## src/rtl/pio_jmp_exec.sv

```systemverilog
// rtl/pio_jmp_exec.sv - JMP condition/execute, X/Y scratch registers and instruction delay counter
// Optional feature macro: PIO_JMP_PIN_SYNC_EN (two-flop synchroniser on jmp_pin_i).
module pio_jmp_exec #(
  parameter int SIDE_BITS = 0
) (
  input  logic        clk,
  input  logic        reset,
  input  logic        penable_i,
  input  logic        imm_i,
  input  logic [15:0] instr_i,
  input  logic        stall_in_i,
  input  logic        jmp_pin_i,
  input  logic        osr_empty_i,
  input  logic        x_wr_i,
  input  logic [31:0] x_din_i,
  input  logic        y_wr_i,
  input  logic [31:0] y_din_i,
  output logic [31:0] x_o,
  output logic [31:0] y_o,
  output logic        jmp_o,
  output logic [4:0]  jmp_target_o,
  output logic        delay_busy_o,
  output logic        retire_o
);

  localparam logic [4:0] DELAY_MASK = 5'(5'h1f >> SIDE_BITS);

  typedef enum logic {RUN, DELAY} state_t;

  state_t      state_q;
  logic [4:0]  cnt_q;
  logic [31:0] x_q, x_d, y_q, y_d;
  logic        is_jmp, cond_true, go, busy, pin_val;
  logic [2:0]  cond;
  logic [4:0]  delay;

`ifdef PIO_JMP_PIN_SYNC_EN
  logic pin_meta_q, pin_sync_q;

  always_ff @(posedge clk) begin
    if (reset) begin
      pin_meta_q <= 1'b0;
      pin_sync_q <= 1'b0;
    end else begin
      pin_meta_q <= jmp_pin_i;
      pin_sync_q <= pin_meta_q;
    end
  end

  assign pin_val = pin_sync_q;
`else
  assign pin_val = jmp_pin_i;
`endif

  assign is_jmp = (instr_i[15:13] == 3'b000);
  assign cond   = instr_i[7:5];
  assign delay  = instr_i[12:8] & DELAY_MASK;

  // Outputs are forced low while reset is held, even before the first edge clears state.
  assign busy = (state_q == DELAY) & ~reset;
  assign go   = ~reset & (penable_i | imm_i) & ~stall_in_i & (imm_i | ~busy);

  always_comb begin
    cond_true = 1'b0;
    case (cond)
      3'b000:  cond_true = 1'b1;
      3'b001:  cond_true = (x_q == 32'd0);
      3'b010:  cond_true = (x_q != 32'd0);
      3'b011:  cond_true = (y_q == 32'd0);
      3'b100:  cond_true = (y_q != 32'd0);
      3'b101:  cond_true = (x_q != y_q);
      3'b110:  cond_true = pin_val;
      default: cond_true = ~osr_empty_i;
    endcase
  end

  // Explicit loads win over the post-decrement, which is then dropped.
  always_comb begin
    x_d = x_q;
    y_d = y_q;
    if (x_wr_i)
      x_d = x_din_i;
    else if (go && is_jmp && cond == 3'b010)
      x_d = x_q - 32'd1;
    if (y_wr_i)
      y_d = y_din_i;
    else if (go && is_jmp && cond == 3'b100)
      y_d = y_q - 32'd1;
  end

  always_ff @(posedge clk) begin
    if (reset) begin
      state_q <= RUN;
      cnt_q   <= 5'd0;
      x_q     <= 32'd0;
      y_q     <= 32'd0;
    end else begin
      x_q <= x_d;
      y_q <= y_d;
      case (state_q)
        RUN: begin
          if (go && !imm_i && delay != 5'd0) begin
            state_q <= DELAY;
            cnt_q   <= delay;
          end
        end
        DELAY: begin
          // Immediate instructions run here without touching the countdown.
          if (penable_i) begin
            cnt_q <= cnt_q - 5'd1;
            if (cnt_q == 5'd1)
              state_q <= RUN;
          end
        end
        default: state_q <= RUN;
      endcase
    end
  end

  assign x_o          = x_q;
  assign y_o          = y_q;
  assign jmp_o        = go & is_jmp & cond_true;
  assign jmp_target_o = instr_i[4:0];
  assign delay_busy_o = busy;
  assign retire_o     = go;

endmodule

```

## config.mk

```make
export PLATFORM = sky130hd
export DESIGN_NAME = pio_jmp_exec
export DESIGN_NICKNAME = d
export VERILOG_FILES = /design/src/rtl/pio_jmp_exec.sv
export SDC_FILE = /design/constraint.sdc
export NUM_CORES = 1
export LEC_CHECK = 0
export CAP_MARGIN = 20
export CORE_MARGIN = 3
export CORE_UTILIZATION = 30
export CTS_CLUSTER_SIZE = 25
export DETAILED_ROUTE_END_ITERATION = 10
export MAX_ROUTING_LAYER = met4
export PLACE_DENSITY_LB_ADDON = 0.2
export REMOVE_ABC_BUFFERS = 1
export SLEW_MARGIN = 0
export SYNTH_ARGS = -nofsm -noshare
export SYNTH_HDL_FRONTEND = slang
export SYNTH_SLANG_ARGS = --single-unit
```

## constraint.sdc

```tcl
create_clock -name clk -period 3.05 [get_ports clk]
set_input_delay 0.61 -clock clk [delete_from_list [all_inputs] [get_ports clk]]
set_output_delay 0.61 -clock clk [all_outputs]
set_load 0.1 [all_outputs]
```

# --- Word level (Yosys, flattened, before mapping) ---
# Index checks and enable logic that the tools add are counted.
word_totals:
  out_inout_bits: 72
  word_cells: 58
  input_bits: 89
  regBits: 70
classes:
  muxes: 12
  addsub: 3
  n_reduce_logical: 16
  bitwise_logic: 13
  n_eq_ne: 10
ops:
  columns: ["cell", "count"]
  rows:
  - ["32-bit 2-to-1 mux", 4]
  - ["32-bit logical NOT", 2]
  - ["32-bit nonzero test", 2]
  - ["32-bit by 1-bit subtractor with 32-bit output (second input constant)", 2]
  - ["32-bit != test", 1]
  - ["5-bit 2-to-1 mux", 2]
  - ["5-bit case mux with 2 select lines", 1]
  - ["3-bit equality test (second input constant)", 3]
  - ["1-bit case mux with 7 select lines", 1]
  - ["1-bit bitwise AND", 6]
  - ["3-bit by 2-bit equality test with 1-bit output (second input constant)", 2]
  - ["3-bit logical NOT", 2]
  - ["5-bit by 1-bit equality test with 1-bit output (second input constant)", 1]
  - ["1-bit logical AND", 5]
  - ["1-bit inverter", 5]
  - ["5-bit nonzero test", 1]
  - ["5-bit by 1-bit subtractor with 5-bit output (second input constant)", 1]
  - ["2-bit != test (second input constant)", 2]
  - ["2-bit nonzero test", 2]
  - ["3-bit by 1-bit equality test with 1-bit output (second input constant)", 1]
  - ["1-bit 2-to-1 mux", 3]
  - ["1-bit bitwise OR", 2]
  - ["1-bit case mux with 2 select lines", 1]
  - ["2-bit AND reduction", 1]
  - ["1-bit logical NOT", 1]

# --- Longest topological paths before layout ---
# Gate-level depths: netlist of run 1.
logic_depth:
  word_depth: 9
  ltp_mapped: 8
  mapped_depth_nobuf: 7

# --- Worst setup path after synthesis of run 1 ---
# OpenSTA, ideal clock, no wires.
synth_timing:
  kind: "register to output"
  startpoint: "register y_q[8] (netlist: y_o[8])"
  endpoint: "output jmp_o"
  path_slack_ns: -1.715
  n_path_buf: 1
  required_time_ns: 2.440
  stages_incl_launch_ff: 8
  arrival_time_ns: 4.155
  cell_sequence: "dfxtp_1 -> or4_4 -> or4b_1 -> buf_6 -> nor4_4 -> mux2i_1 -> a221o_1 -> a32oi_1"
synth_via:
  elab_chain_cells: 3
  word_cells_on_any_way: 5
  classes_between: "1 x eq/ne; 1 x mux; 1 x bitwise; 2 x reduce/logical"
synth_rtl:
  columns: ["item", "line", "rtl"]
  rows:
  - ["start, declared", "32", "logic [31:0] x_q, x_d, y_q, y_d;"]
  - ["start signal, assigned", "99", "y_q <= y_d;"]
  - ["32-bit != test (tied with other cells)", "71", "3'b101: cond_true = (x_q != y_q);"]
  - ["1-bit case mux with 7 select lines *", "65", "case (cond)"]
  - ["1-bit bitwise AND *", "122", "assign jmp_o = go & is_jmp & cond_true;"]
  - ["end, declared", "20", "output logic jmp_o,"]
# Mark *: on every way between the ends. The rest lies on a longest branch, timed or not.

# --- Worst setup path after layout of run 1 ---
# Same ends and word-level chain as after synthesis.

==> results of run 1 <==
-- layer usage --
layer | vias up | track usage | part of all wire
li1 | 2411 | - | -
met4 | 0 | 0.0550 | 0.011
met5 | - | - | 0
met3 | 12 | 0.0393 | 0.065
met2 | 154 | 0.314 | 0.46
met1 | 2245 | 0.267 | 0.46
-- sequential cells by signal, summed over array words and instances, names as in the netlist --
| signal | count |
|---|---|
| x_o | 32 |
| state_q | 1 |
| y_o | 32 |
| cnt_q | 5 |
-- layout make-up --
type	count	area, um^2
Clock buffer	12	246
Clock inverter	2	10.0
Fill cell	1476	7920
Inverter	39	146
Multi-Input combinational cell	430	2940
Sequential cell	70	1400
Tap cell	184	230
Timing Repair Buffer	227	1920
-- where the power goes --
part / internal [mW] / switching [mW] / leakage, nW / total [mW]
logic: 0.413 / 0.748 / 2.39 / 1.16
registers: 0.976 / 0.0585 / 0.580 / 1.03
clock network: 0.561 / 0.386 / 0.128 / 0.947
-- per-stage QoR --
stage	power [mW]	util	setup TNS [ns]	area, um^2
finish	3.14	0.465	-0.364	6890
global route	3.28	0.465	-0.499	6890
CTS	3.17	0.465	-0.382	6880
detailed placement	2.21	0.445	-0.253	6600
global placement	2.20	0.445	-0.224	6600
floorplan	1.76	-	-1.79	4460
-- cells in the final DEF (no fill, tap or decap), drive strengths merged, types with 7 or more instances in the layout --
cell           synthesis  layout
buf                   11     147
clkdlybuf4s50          0      80
dfxtp                 70      70
nor2                  59      59
xnor2                 45      45
xor2                  42      42
a21oi                 41      41
inv                   38      38
o21a                  28      28
nor4                  26      26
nor3                  24      24
nand2                 24      24
mux2i                 23      23
o21ai                 12      12
clkbuf                25      12
or4                   11      11
or3                   11      11
nor2b                 10      10
nand4                 10      10
nand3                  7       7
-- worst max-delay path, cell delays in order, from the launching register on --
cell and delay (ns):
dfxtp_2 0.32, or4_4 0.53, or4b_4 0.52, nor4_4 0.16, mux2i_1 0.11, a221o_1 0.32, a32oi_2 0.19, buf_4 0.16
buf_12 0.16
-- kinds of logic (layout without fill, tap and decap cells) --
| group | after synthesis | after routing | synth area share |
|---|---|---|---|
| AOI/OAI and AO/OA | 107 | 107 | 0.149 |
| xor gates and xnor gates | 87 | 87 | 0.165 |
| adders and majority gates | 6 | 6 | 0.0162 |
| buffers and inverters | 75 | 280 | 0.0669 |
| DFF | 70 | 70 | 0.303 |
| muxes | 23 | 23 | 0.0498 |
| and+or+nand+nor | 207 | 207 | 0.250 |
-- path summary, 6_finish.rpt --
check           start  slack [ns]       end
max            y_o[8]       -0.36     jmp_o
max reg2reg    x_o[2]        0.26   x_o[24]
min          cnt_q[1]        0.52  cnt_q[1]
min reg2reg  cnt_q[1]        0.52  cnt_q[1]
-- what timing repair did --
action	CTS	global route
endpoints found under the setup margin	1	1
pin swaps	2	0
setup buffers	1	1
resized for setup	5	1
==> metrics.txt, run 1 <==
chip height=130 um; synth top area cells=dfxtp_1 (30%), xnor2_1 (8.5%), xor2_1 (8.0%); synth unique cells=54; CTS Hold Bufs=0; core outline area=14800 um^2; ys flop type=dfxtp_1; Synth Instances=575; CP required=2.44 ns; hold slack=0.520 ns; Post-DP HPWL=12900 um; DRC viols=0; setup slack at placement=-0.253 ns; ys async rst share=0; RSZ-0062 raised after global routing=yes; final setup vio count=1; failing checks=negative setup slack; Reg2Reg Depth=8; Cell Rows=44; vias in the first global route=5039; initial DRC count=213; WL final=16400 um; die footprint=16900 um^2; top cells by count, synth=dfxtp_1 (70), nor2_1 (59), xnor2_1 (45); Final Max Tran Viols=0; pwr/cell area=456 nW/um^2; final hold viol count=0; Reg clk slew, reported paths=0.06 ns; initial antenna violation count=0; worst slew pin tran=0.971 ns; Max Cap Viol=0; Hold Crit Class=reg -> reg; Worst-Skew Late Latency=0.34 ns; Post-synth EDFFs=0; GRT overflow=0; TritonRoute pass-1 iters=4; Root Driver=clkbuf_16; PortBufs=150; outcome=finished with violations; Final Critical Period=3.41 ns; routed len/inst=17.1 um; n_diodes=0; CP max FO=2; post-synthesis sequential area ratio=0.303; Total GRT Usage=0.201; synthesized flop and latch total=70; relative slew slack=0.352; Startpoint Class=flip-flop; RePlAce Congestion=0.865; first-pass GRT wire length=25800 um; via count=4822; setup ws final=-0.364 ns; Cell Area, Synth=4620 um^2; nets@finish=872; Clock Skew=0.00604 ns; hold depth=2; H-tree Lvls=3; io pins=161; CTS tree=built; Post-DRT Antenna Nets=0; Syn-to-layout area delta=49.1%; area share of the largest cell type after synthesis=0.303; Yosys warning count=0; clock net sink count=70; final std cells w/o fill=964; largest net degree at the start of global routing=71; Peak VDD IR=0.261 mV; leakage=3.10 nW; total placed cells including tap cells=948; area leader, netlist=dfxtp_1; most common cell in the netlist=dfxtp_1; Synth Area per Inst=8.04 um^2; Achievable Freq=293 MHz; layout cells sized above 1=0.228; CP Capture Type=primary output; Crit Path Category=reg -> out; WP data arrival=2.80 ns; Clock Tree Buf Depth=2; width of the die=130 um; Initial Util=0.312; Num CTS Buffers=9; fin crit share=1.12; Vias/cell=5.00
(Power assumes the default switching activity.)
==> inputs of run 2 (changes only) <==
--- a/config.mk
+++ b/config.mk
@@ -5,7 +5,6 @@
 export SDC_FILE = /design/constraint.sdc
 export NUM_CORES = 1
 export LEC_CHECK = 0
-export CAP_MARGIN = 20
 export CORE_MARGIN = 3
 export CORE_UTILIZATION = 30
 export CTS_CLUSTER_SIZE = 25
==> constraint.sdc (replaced) <==
create_clock -name clk -period 3.9 [get_ports clk]
set_input_delay 0.78 -clock clk [delete_from_list [all_inputs] [get_ports clk]]
set_output_delay 0.78 -clock clk [all_outputs]
set_load 0.1 [all_outputs]
==> run 2 against run 1 <==
The run now ends clean. Combinational power down 30%. Setup slack improved by 0.52 ns. Die area is the same. Total power fell by 23%. Final cell count shrank 7.3%.
==> metrics.txt, run 2 (synthesized netlist as in run 1, its figures left out) <==
Initial Util=0.312 (unchanged); final hold viol count=0 (unchanged); width of the die=130 um (unchanged); Pwr Total=2.42 mW (-23%); clock net sink count=70 (unchanged); initial DRC count=278 (+31%); CTS tree=built; Max Cap Viol=0 (unchanged); TritonRoute pass-1 iters=4 (unchanged); dpl cell area=6240 um^2 (-5.4%); Num CTS Buffers=9 (unchanged); CP required=3.12 ns (+0.68 ns); leakage=2.63 nW (-15%); total placed cells including tap cells=879 (-7.3%); Post-DRT Antenna Nets=0 (unchanged); CTS Hold Bufs=0 (unchanged); Final Critical Period=3.74 ns; most common cell after layout, fill and taps aside=clkdlybuf4s50_1; pwr/cell area=370 nW/um^2 (-19%); Reg clk slew, reported paths=0.05 ns (about the same); register area=1400 um^2 (about the same); core outline area=14800 um^2 (unchanged); Cell Rows=44 (unchanged); worst slew pin tran=1.09 ns (+0.117 ns); die footprint=16900 um^2 (unchanged); CP max FO=7 (+5); fill cell count=1484 (+0.54%); relative slew slack=0.274 (-0.0782); setup ws final=0.157 ns (+0.521 ns); setup TNS=0 ns (+0.364 ns); outcome=complete, no violations; routed len/inst=17.8 um (+4.6%); hold slack=0.531 ns (+0.0107 ns); layout cells sized above 1=0.0563 (-0.172); WP buf/inv=1 (-1); post-CTS setup buffers=0 (-1); area of the multi-input gates=2920 um^2 (-0.38%); n_diodes=0 (unchanged); Total GRT Usage=0.191 (-0.00976); nets@finish=801 (-8.1%); chip height=130 um (unchanged); Hold Crit Class=reg -> reg; WP data arrival=2.96 ns (+0.16 ns); final setup vio count=0 (-1); Final Max Tran Viols=0 (unchanged); post-route core utilization=0.440 (-0.0252); H-tree Lvls=3 (unchanged); Crit Path Category=reg -> out; max incr delay on CP=0.63 ns (+0.10 ns); vias in the first global route=4570 (-9.3%); initial antenna violation count=0 (unchanged); Startpoint Class=flip-flop; Peak VDD IR=0.211 mV (-19%); first-pass GRT wire length=24400 um (-5.3%); GRT overflow=0 (unchanged); cell family with most CP delay=simple AND/OR/NAND/NOR gates; Achievable Freq=267 MHz; CP max stage cell=or4_1; Worst-Skew Late Latency=0.33 ns (about the same); PortBufs=150 (unchanged); commonest non-fill, non-tap cells in the layout=clkdlybuf4s50_1 (144), dfxtp_1 (70), nor2_1 (59); DRC viols=0 (unchanged); final std cells w/o fill=894 (-7.3%); Clock Skew=0.00418 ns (-0.00185 ns); largest net degree at the start of global routing=58 (-18%); via count=4554 (-5.6%); Clock Tree Buf Depth=2 (unchanged); critical path, cell by cell=or4_1, or3_4, nor4_4, mux2i_1, a221o_1, a32oi_2, buf_12; Vias/cell=5.09 (+1.8%); fin area=6520 um^2 (-5.4%); Root Driver=clkbuf_16; fin crit share=0.960; Syn-to-layout area delta=41.1%; Post-DP HPWL=12500 um (-3.4%); RePlAce Congestion=0.968 (+12%); WL final=16000 um (-3.0%); io pins=161 (unchanged); setup slack at placement=0.239 ns (+0.492 ns); RSZ-0062 raised after global routing=no; CP Capture Type=primary output
run 2: metal layers:
metal | track usage | up-vias | part of all wire
li1 | - | 2267 | -
met5 | - | - | 0
met4 | 0.0501 | 0 | 0.017
met2 | 0.295 | 154 | 0.45
met3 | 0.0610 | 20 | 0.086
met1 | 0.243 | 2113 | 0.45
run 2: layout make-up:
cell class	count	share of cell area
Clock buffer	14	0.0405
Clock inverter	1	0.000768
Inverter	39	0.0225
Multi-Input combinational cell	430	0.448
Sequential cell	70	0.215
Tap cell	184	0.0353
Timing Repair Buffer	156	0.238
run 2: repair_timing:
item / in CTS / in global routing
setup endpoints to repair: 1 / 1
resized for setup: 1 / 1
pin swaps: 0 / 1
run 2: report_power, final:
group	total [mW]	internal [mW]	switching, mW
combinational	0.809	0.279	0.530
clock	0.756	0.461	0.295
sequential	0.850	0.764	0.0867
run 2: path summary, 6_finish.rpt:
| path | start | endpoint | slack, ns | cells after the start |
|---|---|---|---|---|
| hold reg to reg | cnt_q[1] | cnt_q[1] | 0.53 | 2 |
| setup / recovery | y_o[18] | jmp_o | 0.16 | 7 |
| setup reg to reg | y_o[8] | y_o[29] | 1.14 | 7 |
| hold / removal | cnt_q[1] | cnt_q[1] | 0.53 | 2 |
run 2: worst min-delay path, delay by kind of cell (launching register included):
| kind | cells | cell delay, ns |
|---|---|---|
| simple gates | 1 | 0.10 |
| flops | 1 | 0.32 |
| compound gates | 1 | 0.05 |
